### config.mk
export PLATFORM = sky130hd
export DESIGN_NAME = mc_muldiv_unit
export DESIGN_NICKNAME = d
export VERILOG_FILES = /design/src/rtl/mc_pkg.sv /design/src/rtl/mc_sign_fix.sv /design/src/rtl/mc_muldiv_unit.sv
export SDC_FILE = /design/constraint.sdc
export NUM_CORES = 1
export LEC_CHECK = 0
export ABC_AREA = 1
export BUFFER_PORTS_ARGS = -buffer_cell sky130_fd_sc_hd__buf_4
export CORE_MARGIN = 4
export CORE_UTILIZATION = 45
export CTS_BUF_LIST = sky130_fd_sc_hd__clkbuf_4 sky130_fd_sc_hd__clkbuf_8
export CTS_CLUSTER_DIAMETER = 200
export DETAILED_ROUTE_END_ITERATION = 10
export GPL_ROUTABILITY_DRIVEN = 0
export PLACE_DENSITY = 0.64
export SKIP_CTS_REPAIR_TIMING = 1
export SLEW_MARGIN = 10
export SYNTH_ARGS = -nofsm -noshare
export SYNTH_HDL_FRONTEND = slang
export SYNTH_HIERARCHICAL = 1
export SYNTH_SLANG_ARGS = --single-unit
export TNS_END_PERCENT = 20
### constraint.sdc
create_clock -name clk -period 6.8 [get_ports clk]
set_input_delay 1.7 -clock clk [delete_from_list [all_inputs] [get_ports clk]]
set_output_delay 1.7 -clock clk [all_outputs]
set_load 0.01 [all_outputs]
### src/rtl/mc_pkg.sv
// Shared definitions for the multi-cycle core's multiply/divide unit.
// Contents:
//   OP_MULT/OP_MULTU/OP_DIV/OP_DIVU : 2-bit op encodings presented on op
//   state_e                         : FSM states of mc_muldiv_unit
//   CNT_W                           : iteration-counter width for the default 32-bit unit
//   cnt_width()                     : iteration-counter width for any WIDTH
package mc_pkg;

   // op[1] selects divide, op[0] selects the unsigned variant.
   localparam logic [1:0] OP_MULT  = 2'b00;
   localparam logic [1:0] OP_MULTU = 2'b01;
   localparam logic [1:0] OP_DIV   = 2'b10;
   localparam logic [1:0] OP_DIVU  = 2'b11;

   typedef enum logic [1:0] {
      ST_IDLE = 2'd0,
      ST_CALC = 2'd1,
      ST_FIX  = 2'd2,
      ST_DONE = 2'd3
   } state_e;

   localparam int WIDTH_DEFAULT = 32;
   localparam int CNT_W         = $clog2(WIDTH_DEFAULT + 1);

   function automatic int cnt_width(input int width);
      return $clog2(width + 1);
   endfunction

endpackage

### src/rtl/mc_sign_fix.sv
// Conditional two's-complement negate.
// Ports:
//   din  : input  value
//   neg  : negate din when high, pass it through otherwise
//   dout : result (modulo 2^W)
module mc_sign_fix
   import mc_pkg::*;
#(
   parameter int W = 32
) (
   input  logic [W-1:0] din,
   input  logic         neg,
   output logic [W-1:0] dout
);

   assign dout = neg ? (~din + 1'b1) : din;

endmodule

### src/rtl/mc_muldiv_unit.sv
// Iterative multiply/divide unit (MULT, MULTU, DIV, DIVU) owning HI/LO.
// Operands are converted to magnitudes on acceptance, an unsigned core runs
// for WIDTH cycles, and a single FIX cycle applies the sign correction.
// Ports:
//   clk      : rising-edge clock
//   reset    : asynchronous active-low reset
//   start    : operation request, honoured only in IDLE
//   op       : 00 MULT, 01 MULTU, 10 DIV, 11 DIVU (sampled with start)
//   a, b     : multiplicand/dividend, multiplier/divisor (sampled with start)
//   hi_we    : MTHI write enable (IDLE, no start)
//   lo_we    : MTLO write enable (IDLE, no start)
//   wdata    : MTHI/MTLO data
//   busy     : operation in progress
//   done     : one-cycle completion pulse, hi/lo valid
//   div_zero : sticky divide-by-zero flag, cleared by the next accepted start
//   hi, lo   : HI/LO registers
module mc_muldiv_unit
   import mc_pkg::*;
#(
   parameter int WIDTH = 32
) (
   input  logic             clk,
   input  logic             reset,
   input  logic             start,
   input  logic [1:0]       op,
   input  logic [WIDTH-1:0] a,
   input  logic [WIDTH-1:0] b,
   input  logic             hi_we,
   input  logic             lo_we,
   input  logic [WIDTH-1:0] wdata,
   output logic             busy,
   output logic             done,
   output logic             div_zero,
   output logic [WIDTH-1:0] hi,
   output logic [WIDTH-1:0] lo
);

   localparam int CALC_CNT_W = cnt_width(WIDTH);

   state_e                  state;
   logic [CALC_CNT_W-1:0]   cnt;

   // Operation context captured at acceptance
   logic [1:0]              op_q;
   logic                    sign_a;
   logic                    sign_b;
   logic                    b_zero;
   logic [WIDTH-1:0]        a_orig;
   logic [WIDTH-1:0]        opnd;     // |a| for multiply, |b| (divisor) for divide
   logic [WIDTH-1:0]        acc_hi;   // product high half / partial remainder
   logic [WIDTH-1:0]        acc_lo;   // multiplier bits / dividend-then-quotient bits

   logic [WIDTH-1:0]        abs_a;
   logic [WIDTH-1:0]        abs_b;
   logic [WIDTH:0]          mul_sum;
   logic [WIDTH:0]          div_shift;
   logic                    div_ok;
   logic [WIDTH-1:0]        div_rem;
   logic                    neg_res;
   logic                    neg_rem;
   logic [2*WIDTH-1:0]      prod_fixed;
   logic [WIDTH-1:0]        quot_fixed;
   logic [WIDTH-1:0]        rem_fixed;

   mc_sign_fix #(.W(WIDTH)) u_abs_a (
      .din  (a),
      .neg  (~op[0] & a[WIDTH-1]),
      .dout (abs_a)
   );

   mc_sign_fix #(.W(WIDTH)) u_abs_b (
      .din  (b),
      .neg  (~op[0] & b[WIDTH-1]),
      .dout (abs_b)
   );

   // Shift-add step: the carry out of the high half becomes the new MSB
   // when the accumulator shifts right.
   assign mul_sum   = {1'b0, acc_hi} + (acc_lo[0] ? {1'b0, opnd} : '0);

   // Restoring step: the partial remainder is always below the divisor, so a
   // successful subtraction always fits back into WIDTH bits.
   assign div_shift = {acc_hi, acc_lo[WIDTH-1]};
   assign div_ok    = (div_shift >= {1'b0, opnd});
   assign div_rem   = div_shift[WIDTH-1:0] - opnd;

   assign neg_res   = ~op_q[0] & (sign_a ^ sign_b);
   assign neg_rem   = ~op_q[0] & sign_a;

   mc_sign_fix #(.W(2*WIDTH)) u_prod_fix (
      .din  ({acc_hi, acc_lo}),
      .neg  (neg_res),
      .dout (prod_fixed)
   );

   mc_sign_fix #(.W(WIDTH)) u_quot_fix (
      .din  (acc_lo),
      .neg  (neg_res),
      .dout (quot_fixed)
   );

   mc_sign_fix #(.W(WIDTH)) u_rem_fix (
      .din  (acc_hi),
      .neg  (neg_rem),
      .dout (rem_fixed)
   );

   // Datapath: operand capture and one iteration per CALC cycle
   always_ff @(posedge clk) begin
      if (state == ST_IDLE && start) begin
         op_q   <= op;
         sign_a <= ~op[0] & a[WIDTH-1];
         sign_b <= ~op[0] & b[WIDTH-1];
         b_zero <= (b == '0);
         a_orig <= a;
         opnd   <= op[1] ? abs_b : abs_a;
         acc_hi <= '0;
         acc_lo <= op[1] ? abs_a : abs_b;
      end else if (state == ST_CALC) begin
         if (op_q[1]) begin
            acc_hi <= div_ok ? div_rem : div_shift[WIDTH-1:0];
            acc_lo <= {acc_lo[WIDTH-2:0], div_ok};
         end else begin
            {acc_hi, acc_lo} <= {mul_sum, acc_lo[WIDTH-1:1]};
         end
      end
   end

   // Control FSM and architectural HI/LO
   always_ff @(posedge clk or negedge reset) begin
      if (!reset) begin
         state    <= ST_IDLE;
         cnt      <= '0;
         busy     <= 1'b0;
         done     <= 1'b0;
         div_zero <= 1'b0;
         hi       <= '0;
         lo       <= '0;
      end else begin
         case (state)
            ST_IDLE: begin
               done <= 1'b0;
               if (start) begin
                  busy     <= 1'b1;
                  div_zero <= 1'b0;
                  cnt      <= '0;
                  state    <= ST_CALC;
               end else begin
                  if (hi_we) hi <= wdata;
                  if (lo_we) lo <= wdata;
               end
            end
            ST_CALC: begin
               cnt <= cnt + 1'b1;
               if (cnt == CALC_CNT_W'(WIDTH - 1)) state <= ST_FIX;
            end
            ST_FIX: begin
               if (op_q[1]) begin
                  if (b_zero) begin
                     hi       <= a_orig;
                     lo       <= '1;
                     div_zero <= 1'b1;
                  end else begin
                     hi <= rem_fixed;
                     lo <= quot_fixed;
                  end
               end else begin
                  hi <= prod_fixed[2*WIDTH-1:WIDTH];
                  lo <= prod_fixed[WIDTH-1:0];
               end
               state <= ST_DONE;
            end
            ST_DONE: begin
               // done is registered here, so the pulse appears in the cycle
               // after DONE, alongside the first cycle a new start is taken.
               done  <= 1'b1;
               busy  <= 1'b0;
               state <= ST_IDLE;
            end
            default: state <= ST_IDLE;
         endcase
      end
   end

endmodule

== Yosys cells after proc, flatten, opt, wreduce, memory -nomap -nowiden ==
Index checks and enable logic that the tools add are counted.
Operators by class
  add/sub/neg operators: 8
  $mul: 0
  divide/modulo/power cells: 0
  $lt $le $gt $ge: 1
  equal/unequal tests: 11
  shifts and indexed selects: 0
  mux-type cells: 35
  bitwise operators: 12
  reductions and logical operators: 13
Operators by type and width (number)
  32-bit 2-to-1 mux: 20
  32-bit by 1-bit adder with 32-bit output (second input constant): 4
  32-bit NOT: 4
  32-bit case mux with 2 select lines: 2
  64-bit by 1-bit adder with 64-bit output (second input constant): 1
  64-bit 2-to-1 mux: 1
  64-bit NOT: 1
  32-bit by 32-bit adder with 33-bit output: 1
  33-bit by 32-bit >= comparator with 1-bit output: 1
  32-bit logical NOT: 1
  32-bit subtractor: 1
  2-bit != test (second input constant): 6
  6-bit case mux with 2 select lines: 1
  2-bit case mux with 4 select lines: 1
  2-bit nonzero test: 4
  6-bit by 1-bit adder with 6-bit output (second input constant): 1
  6-bit by 5-bit == test with 1-bit output (second input constant): 1
  6-bit 2-to-1 mux: 1
  1-bit case mux with 2 select lines: 3
  2-bit AND reduction: 3
  3-bit AND reduction: 2
  1-bit bitwise AND: 4
  2-bit == test (second input constant): 2
  1-bit 2-to-1 mux: 4
  other kinds (8): 10
Storage, ports and cells
  register bits: 208
  latch bits: 0
  RAM bits: 0
  ROM bits: 0
  input bits: 103
  memories kept: 0

== Longest topological paths before layout ==
Gate-level depths: netlist of run 1.
  word-level depth: 6
  mapped depth: 20
  mapped depth without buffers: 18

== Modules after synthesis ==
The synthesis of run 1 kept the hierarchy.
Modules (own cells, without submodules)
  mc_muldiv_unit: times used 1, cells an instance 2330, area each 15665.0 um^2, seq. area each 5550.3 um^2
  mc_sign_fix (u_abs_a ...): times used 4, cells an instance 227, area each 1108.6 um^2, seq. area each 0.0 um^2
  mc_sign_fix (u_prod_fix): times used 1, cells an instance 498, area each 2466.1 um^2, seq. area each 0.0 um^2

== Worst setup path after synthesis of run 1 ==
OpenSTA, ideal clock, no wires.
  kind: in2reg
  start: input start
  end: register a_orig[0], enable pin
  setup time: 0.460 ns
  arrival time: 4.067 ns
  required time: 6.340 ns
  slack: 2.273 ns
  cell stages on the path: 3
  buffers on the path: 1
  cell sequence: nand2_1 > inv_1 > buf_1
On the way
  word-level cells in the longest chain between the ends: 1
RTL lines
  from (decl): line mc_muldiv_unit.sv:24  | input logic start,
  1-bit logical AND: line mc_muldiv_unit.sv:110  | if (state == ST_IDLE && start) begin
  to (signal assigned): line mc_muldiv_unit.sv:115  | a_orig <= a;
  to (decl): line mc_muldiv_unit.sv:48  | logic [WIDTH-1:0] a_orig;
Every way passes these cells.
A chain may end at the register's enable or synchronous reset.

== Worst setup path after layout of run 1 ==
  start: register sign_b
  end: register hi[2]
On the way
  word-level cells in the longest chain between the ends: 5
RTL lines
  from (decl): line mc_muldiv_unit.sv:46  | logic sign_b;
  from (signal assigned): line mc_muldiv_unit.sv:113  | sign_b <= ~op[0] & b[WIDTH-1];
  1-bit bitwise XOR: line mc_muldiv_unit.sv:87  | assign neg_res = ~op_q[0] & (sign_a ^ sign_b);
  1-bit bitwise AND: line mc_muldiv_unit.sv:87
  net neg_res: line mc_muldiv_unit.sv:59  | logic neg_res;
  64-bit 2-to-1 mux: line mc_sign_fix.sv:16  | assign dout = neg ? (~din + 1'b1) : din;
  net prod_fixed[34]: line mc_muldiv_unit.sv:61  | logic [2*WIDTH-1:0] prod_fixed;
  32-bit 2-to-1 mux: line mc_muldiv_unit.sv:158  | if (op_q[1]) begin
  32-bit case mux with 2 select lines: line mc_muldiv_unit.sv:140  | case (state)
  to (signal assigned): line mc_muldiv_unit.sv:149  | if (hi_we) hi <= wdata;
  to (signal assigned): line mc_muldiv_unit.sv:160  | hi <= a_orig;
  to (signal assigned): line mc_muldiv_unit.sv:164  | hi <= rem_fixed;
  to (decl): line mc_muldiv_unit.sv:34  | output logic [WIDTH-1:0] hi,
The timed path passes the listed nets, and every way through them passes these cells.

==> results of run 1 <==
[logic make-up after synthesis]
family	count (synthesis)	share of synthesized area [%]
and+or+nand+nor	2311	44.6
AOI/OAI and AO/OA	444	12.0
xor gates and xnor gates	107	4.19
adders and majority gates	76	4.28
buffers and inverters	590	10.3
DFF	208	24.6
[worst register-to-register path, cell delays in order (launching register included)]
cell and delay (ns):
edfxtp_1 0.44, xnor2_1 0.19, nor2_4 0.57, buf_4 0.78, o21ai_0 0.33, nand2_1 0.21, nor2_2 0.11, nand2_1 0.09
xor2_1 0.15, nand2_1 0.07, nand3_1 0.21, a21oi_1 0.09, o21ai_0 0.16
[report_power, final]
part / internal [mW] / total (mW) / switching [mW]
registers: 1.92 / 2.97 / 1.05
clock network: 0.765 / 1.36 / 0.596
logic: 2.53 / 7.38 / 4.85
total: 5.21 / 11.7 / 6.50
[cell usage in the layout (no fill, tap or decap), types with 5 or more instances in the layout]
cell,instances
a21boi_0,9
a21oi_1,107
a2bb2oi_1,24
buf_4,192
clkbuf_4,12
clkbuf_8,46
dfrtp_1,75
dfxtp_1,32
edfxtp_1,101
ha_1,72
inv_1,451
inv_2,17
nand2_1,1284
nand2_2,41
nand2_4,9
nand3_1,244
nand3b_1,20
nand4_1,61
nor2_1,492
nor2_2,51
nor2_4,36
nor2_8,8
nor3_1,38
nor4_1,11
o211ai_2,5
o21a_1,10
o21ai_0,176
o21ai_1,15
o21ai_2,9
o21ai_4,6
o21bai_1,8
o221ai_1,32
o22ai_1,34
xnor2_1,55
xor2_1,51
[area by class of cell]
cell class / count / area, um2 / share of cell area, %
tap: 664 / 831 / 3.30
multi-input combinational: 2938 / 14700 / 58.4
clock inverter: 11 / 130 / 0.516
inverter: 474 / 1800 / 7.15
clock buffer: 58 / 723 / 2.87
sequential: 208 / 5550 / 22.0
timing repair buffer: 192 / 1440 / 5.72
antenna: 1 / 2.50 / 0.00993
[state kept, by name, summed over array words and instances, names as in the netlist]
name,cells
state,2
sign_b,1
op_q,2
sign_a,1
cnt,6
acc_hi,32
hi,32
acc_lo,32
busy,1
done,1
lo,32
b_zero,1
opnd,32
div_zero,1
a_orig,32
[metrics by stage]
stage               cells  util [%]  hold slack [ns]  setup WS, ns  area (um2)
floorplan            3736         -            0.468          2.27       22600
global placement     4476      49.4            0.467          3.20       24300
detailed placement   4476      49.4            0.475          3.17       24300
CTS                  4545      51.1            0.489          3.35       25200
global route         4546      51.2            0.515          3.07       25200
finish               4546      51.2            0.480          3.27       25200
[worst paths after layout]
kind	depth (start not counted)	endpoint	slack, ns	startpoint
min in group asynchronous	1	div_zero	1.25	reset
hold reg to reg	2	done	0.48	done
setup reg to reg	12	hi[2]	3.27	sign_b
setup / recovery	12	hi[2]	3.27	sign_b
hold / removal	2	done	0.48	done
max in group asynchronous	1	hi[2]	4.89	reset
[metal layers]
| layer | track usage (%) | wire (um) |
|---|---|---|
| met1 | 46.4 | 38300 |
| met2 | 48.6 | 38500 |
| met3 | 5.97 | 9580 |
| met4 | 12.3 | 3770 |
| met5 | 0 | 0 |
==> results.yml, run 1 <==
outcome:
  status: "complete, no violations"
synth:
  syn-num-nets: 3915
  yosys-top-cells-area: "nand2_1 21%, edfxtp_1 13%, dfrtp_1 8.3%, nor2_1 8.3%, inv_1 7.5%"
  synth.cell_area_mm2: 0.0226
  synth_edf_count: 101
  yosys.area.top_type_share_pct: 21.4
  post-synth-top-count-cell: "nand2_1"
  avgSynthCellArea_um2: 6.04
  synthTopCellsByCount: "1,284 x nand2_1, 498 x nor2_1, 452 x inv_1"
  synthArstFlopShare_pct: 36.1
  synthCells: 3736
  synth_seq_area_share_pct: 24.6
  yosysTopAreaCell: "nand2_1"
  synth.distinct_cells: 55
  ys_ff_latch: 208
  synth_flop_cell: "edfxtp_1"
  ys_warn_count: 6
global_routing:
  first_global_vias: 22400
  grt_antenna_before_repair: 2
  gr-total-overflow: 0
  grt_use_total_pct: 32.4
  grt_max_degree: 90
  grt_pass1_wl_um: 135000
clock_network:
  cts_buffers: 38
  clockRootBuffer: "clkbuf_8"
  htree_levels: 2
  max-clock-path-buffers: 3
  clkLatencyLatePin_ns: 0.64
  clk_pin_slew_worst_paths_ns: 0.06
  clock-sinks: 208
  cts_tree: "done"
worst_setup_path:
  max_stage_delay_ns: 0.77
  crit_required_ns: 7.31
  crit_type: "register to register"
  arrival_ns: 4.05
  crit_buf_inv: 1
  critPathTopFamily: "simple AND/OR/NAND/NOR gates"
  worst_setup_path_start_kind: "register"
  critPathMaxFanout: 67
  worstPathCellList: "xnor2_1 > nor2_4 > buf_4 > o21ai_0 > nand2_1 > nor2_2 > nand2_1 > xor2_1 > nand2_1 > nand3_1 > a21oi_1 > o21ai_0"
  end_kind: "register"
  cpMostUsedCell: "nand2_1"
  slowest_stage: "buf_4"
timing:
  finalSetupViolations: 0
  hold_viol: 0
  relSlewSlack_pct: 20.1
  grt_setup_unrepaired: "no"
  setup_tns_ns: 0
  skew_ns: 0.0559
  period_share_pct: 51.9
  fmax_mhz: 283
  fin_crit_ns: 3.53
  report.final.slew_viol_count: 0
  worst_pin_slew_ns: 1.20
detailed_routing:
  drc: 0
  num_vias: 25100
  drt_first_pass_iters: 8
  wl_per_cell_um: 19.8
  drtIter0Drc: 3404
  drt.antenna.violating_nets: 0
  drt_wl_total_um: 90100
  viasPerCell: 5.53
floorplan:
  die_area_mm2: 0.0538
  coreArea_mm2: 0.0493
  die_w_um: 232
  die_h_um: 232
  io_pins: 170
  row_count: 81
  start_util_pct: 45.8
pwr:
  cellLeakagePower_nw: 12.5
  peakVddDrop_mv: 0.151
  total_power_mw: 11.7
  p_per_area_mw_per_mm2: 465
final_layout:
  layout-drive-gt1-share_pct: 11.9
  fill_cells: 5342
  nets: 4031
  syn_to_final_growth_pct: 11.7
hold_path:
  min_path_type: "register to register"
placement:
  hpwlAfterDp_um: 70400
  io_buffers: 169
run:
  cap_viol_max_count: 0
Power figures use the tool's default switching activity.
==> run 2: changes to the inputs <==
--- a/config.mk
+++ b/config.mk
@@ -13,7 +13,7 @@
 export CTS_CLUSTER_DIAMETER = 200
 export DETAILED_ROUTE_END_ITERATION = 10
 export GPL_ROUTABILITY_DRIVEN = 0
-export PLACE_DENSITY = 0.64
+export PLACE_DENSITY = 0.66
 export SKIP_CTS_REPAIR_TIMING = 1
 export SLEW_MARGIN = 10
 export SYNTH_ARGS = -nofsm -noshare
==> constraint.sdc (replaced) <==
create_clock -name clk -period 3.04 [get_ports clk]
set_input_delay 0.76 -clock clk [delete_from_list [all_inputs] [get_ports clk]]
set_output_delay 0.76 -clock clk [all_outputs]
set_load 0.01 [all_outputs]
==> results.yml, run 2 (same netlist as run 1, synthesis figures left out) <==
detailed_routing:
  num_vias: 25700
  wl_per_cell_um: 19.8
  drt.antenna.violating_nets: 0
  drt_first_pass_iters: 6
  drtIter0Drc: 3282
  viasPerCell: 5.59
  drc: 0
  drt_wl_total_um: 91000
worst_setup_path:
  cp_num_cells: 16
  crit_buf_inv: 4
  crit_type: "register to register"
  worst_setup_path_start_kind: "register"
  critPathMaxFanout: 18
  arrival_ns: 3.47
  max_stage_delay_ns: 0.52
  crit_required_ns: 3.57
  reg2reg_depth: 16
  end_kind: "register"
  slowest_stage: "ha_1"
  cpMostUsedCell: "nand2_1"
  worstPathCellList: "inv_1 > ha_1 > nand2_1 > inv_1 > nand4_1 > nor2_1 > nand2_1 > nand2_2 > nor2_4 > nand2_8 > nand2_4 > inv_2 > nand2_1 > nand3_1 > nand2_1 > inv_1"
  critPathTopFamily: "simple AND/OR/NAND/NOR gates"
timing:
  fin_crit_ns: 2.94
  fin_ws_ns: 0.103
  finalSetupViolations: 0
  worst_pin_slew_ns: 1.15
  fmax_mhz: 341
  hold_viol: 0
  relSlewSlack_pct: 23.6
  setup_tns_ns: 0
  skew_ns: 0.0152
  grt_setup_unrepaired: "no"
  report.final.slew_viol_count: 0
  period_share_pct: 96.6
final_layout:
  final_common_cell: "nand2_1"
  layout_common_cells: "1,284 x nand2_1, 492 x nor2_1, 451 x inv_1"
  multi_input_area_mm2: 0.0147
  regArea_mm2: 0.00555
  fill_cells: 5192
  layout-drive-gt1-share_pct: 13.1
  syn_to_final_growth_pct: 13.7
  postLayoutCellArea_mm2: 0.0257
  instances_no_fill: 4604
  nets: 4089
clock_network:
  clockRootBuffer: "clkbuf_8"
  max-clock-path-buffers: 3
  cts_buffers: 38
  clock-sinks: 208
  htree_levels: 2
  cts_tree: "done"
  clkLatencyLatePin_ns: 0.59
  clk_pin_slew_worst_paths_ns: 0.06
placement:
  hpwlAfterDp_um: 72200
  place_inst: 4534
  io_buffers: 169
  place_ws_ns: 0.269
  placed_cell_area_mm2: 0.0248
floorplan:
  io_pins: 170
  row_count: 81
  start_util_pct: 45.8
  die_area_mm2: 0.0538
  coreArea_mm2: 0.0493
  die_w_um: 232
  die_h_um: 232
global_routing:
  first_global_vias: 23200
  gr-total-overflow: 0
  grt_use_total_pct: 32.9
  grt_max_degree: 90
  grt_pass1_wl_um: 137000
  grt_antenna_before_repair: 1
pwr:
  p_per_area_mw_per_mm2: 1050
  cellLeakagePower_nw: 12.8
  peakVddDrop_mv: 0.703
run:
  cap_viol_max_count: 0
outcome:
  status: "complete, no violations"
hold_path:
  min_path_type: "primary input to asynchronous set/reset pin"
run 2: layer usage:
metal  GRT usage (%)  up-vias  share of wire (%)  wire, um
met5               0        -                  0         0
met1            45.5    11700                 41     37600
li1                -    12300                  -         -
met4            15.9        0                5.6      5080
met3            7.29      242                 12     10500
met2            48.5     1490                 42     37800
run 2: stage by stage:
| stage | hold slack [ns] | utilization [%] | total power, mW |
|---|---|---|---|
| detailed placement | 0.475 | 50.4 | 23.3 |
| finish | 0.0821 | 52.1 | 26.9 |
| CTS | 0.0645 | 52.1 | 26.4 |
| floorplan | 0.464 | - | 17.1 |
| global route | 0.102 | 52.1 | 28.8 |
| global placement | 0.468 | 50.4 | 23.2 |
run 2: final cells by class:
| cell class | count | area share, % |
|---|---|---|
| diodes | 1 | 0.00975 |
| well taps | 664 | 3.24 |
| clock buffers | 48 | 2.43 |
| clock inverters | 21 | 0.834 |
| inverters | 474 | 7.02 |
| flip-flops and latches | 208 | 21.6 |
| multi-input cells | 2938 | 57.4 |
| repair buffers | 250 | 7.47 |
run 2: path summary, 6_finish.rpt:
path                       startpoint  slack (ns)         end
min in group clk                a[31]        0.38  a_orig[31]
max in group asynchronous       reset        2.36      hi[20]
min                             reset        0.08      cnt[2]
max reg2reg                  opnd[28]        0.10  acc_hi[13]
min reg2reg                     hi[6]        0.49       hi[6]
max                          opnd[28]        0.10  acc_hi[13]
run 2: where the power goes:
group	leakage, nW	internal, mW	switching, mW
registers	2.10	4.28	1.59
clock network	0.438	1.70	1.35
logic	10.2	6.09	11.9
total	12.8	12.1	14.8
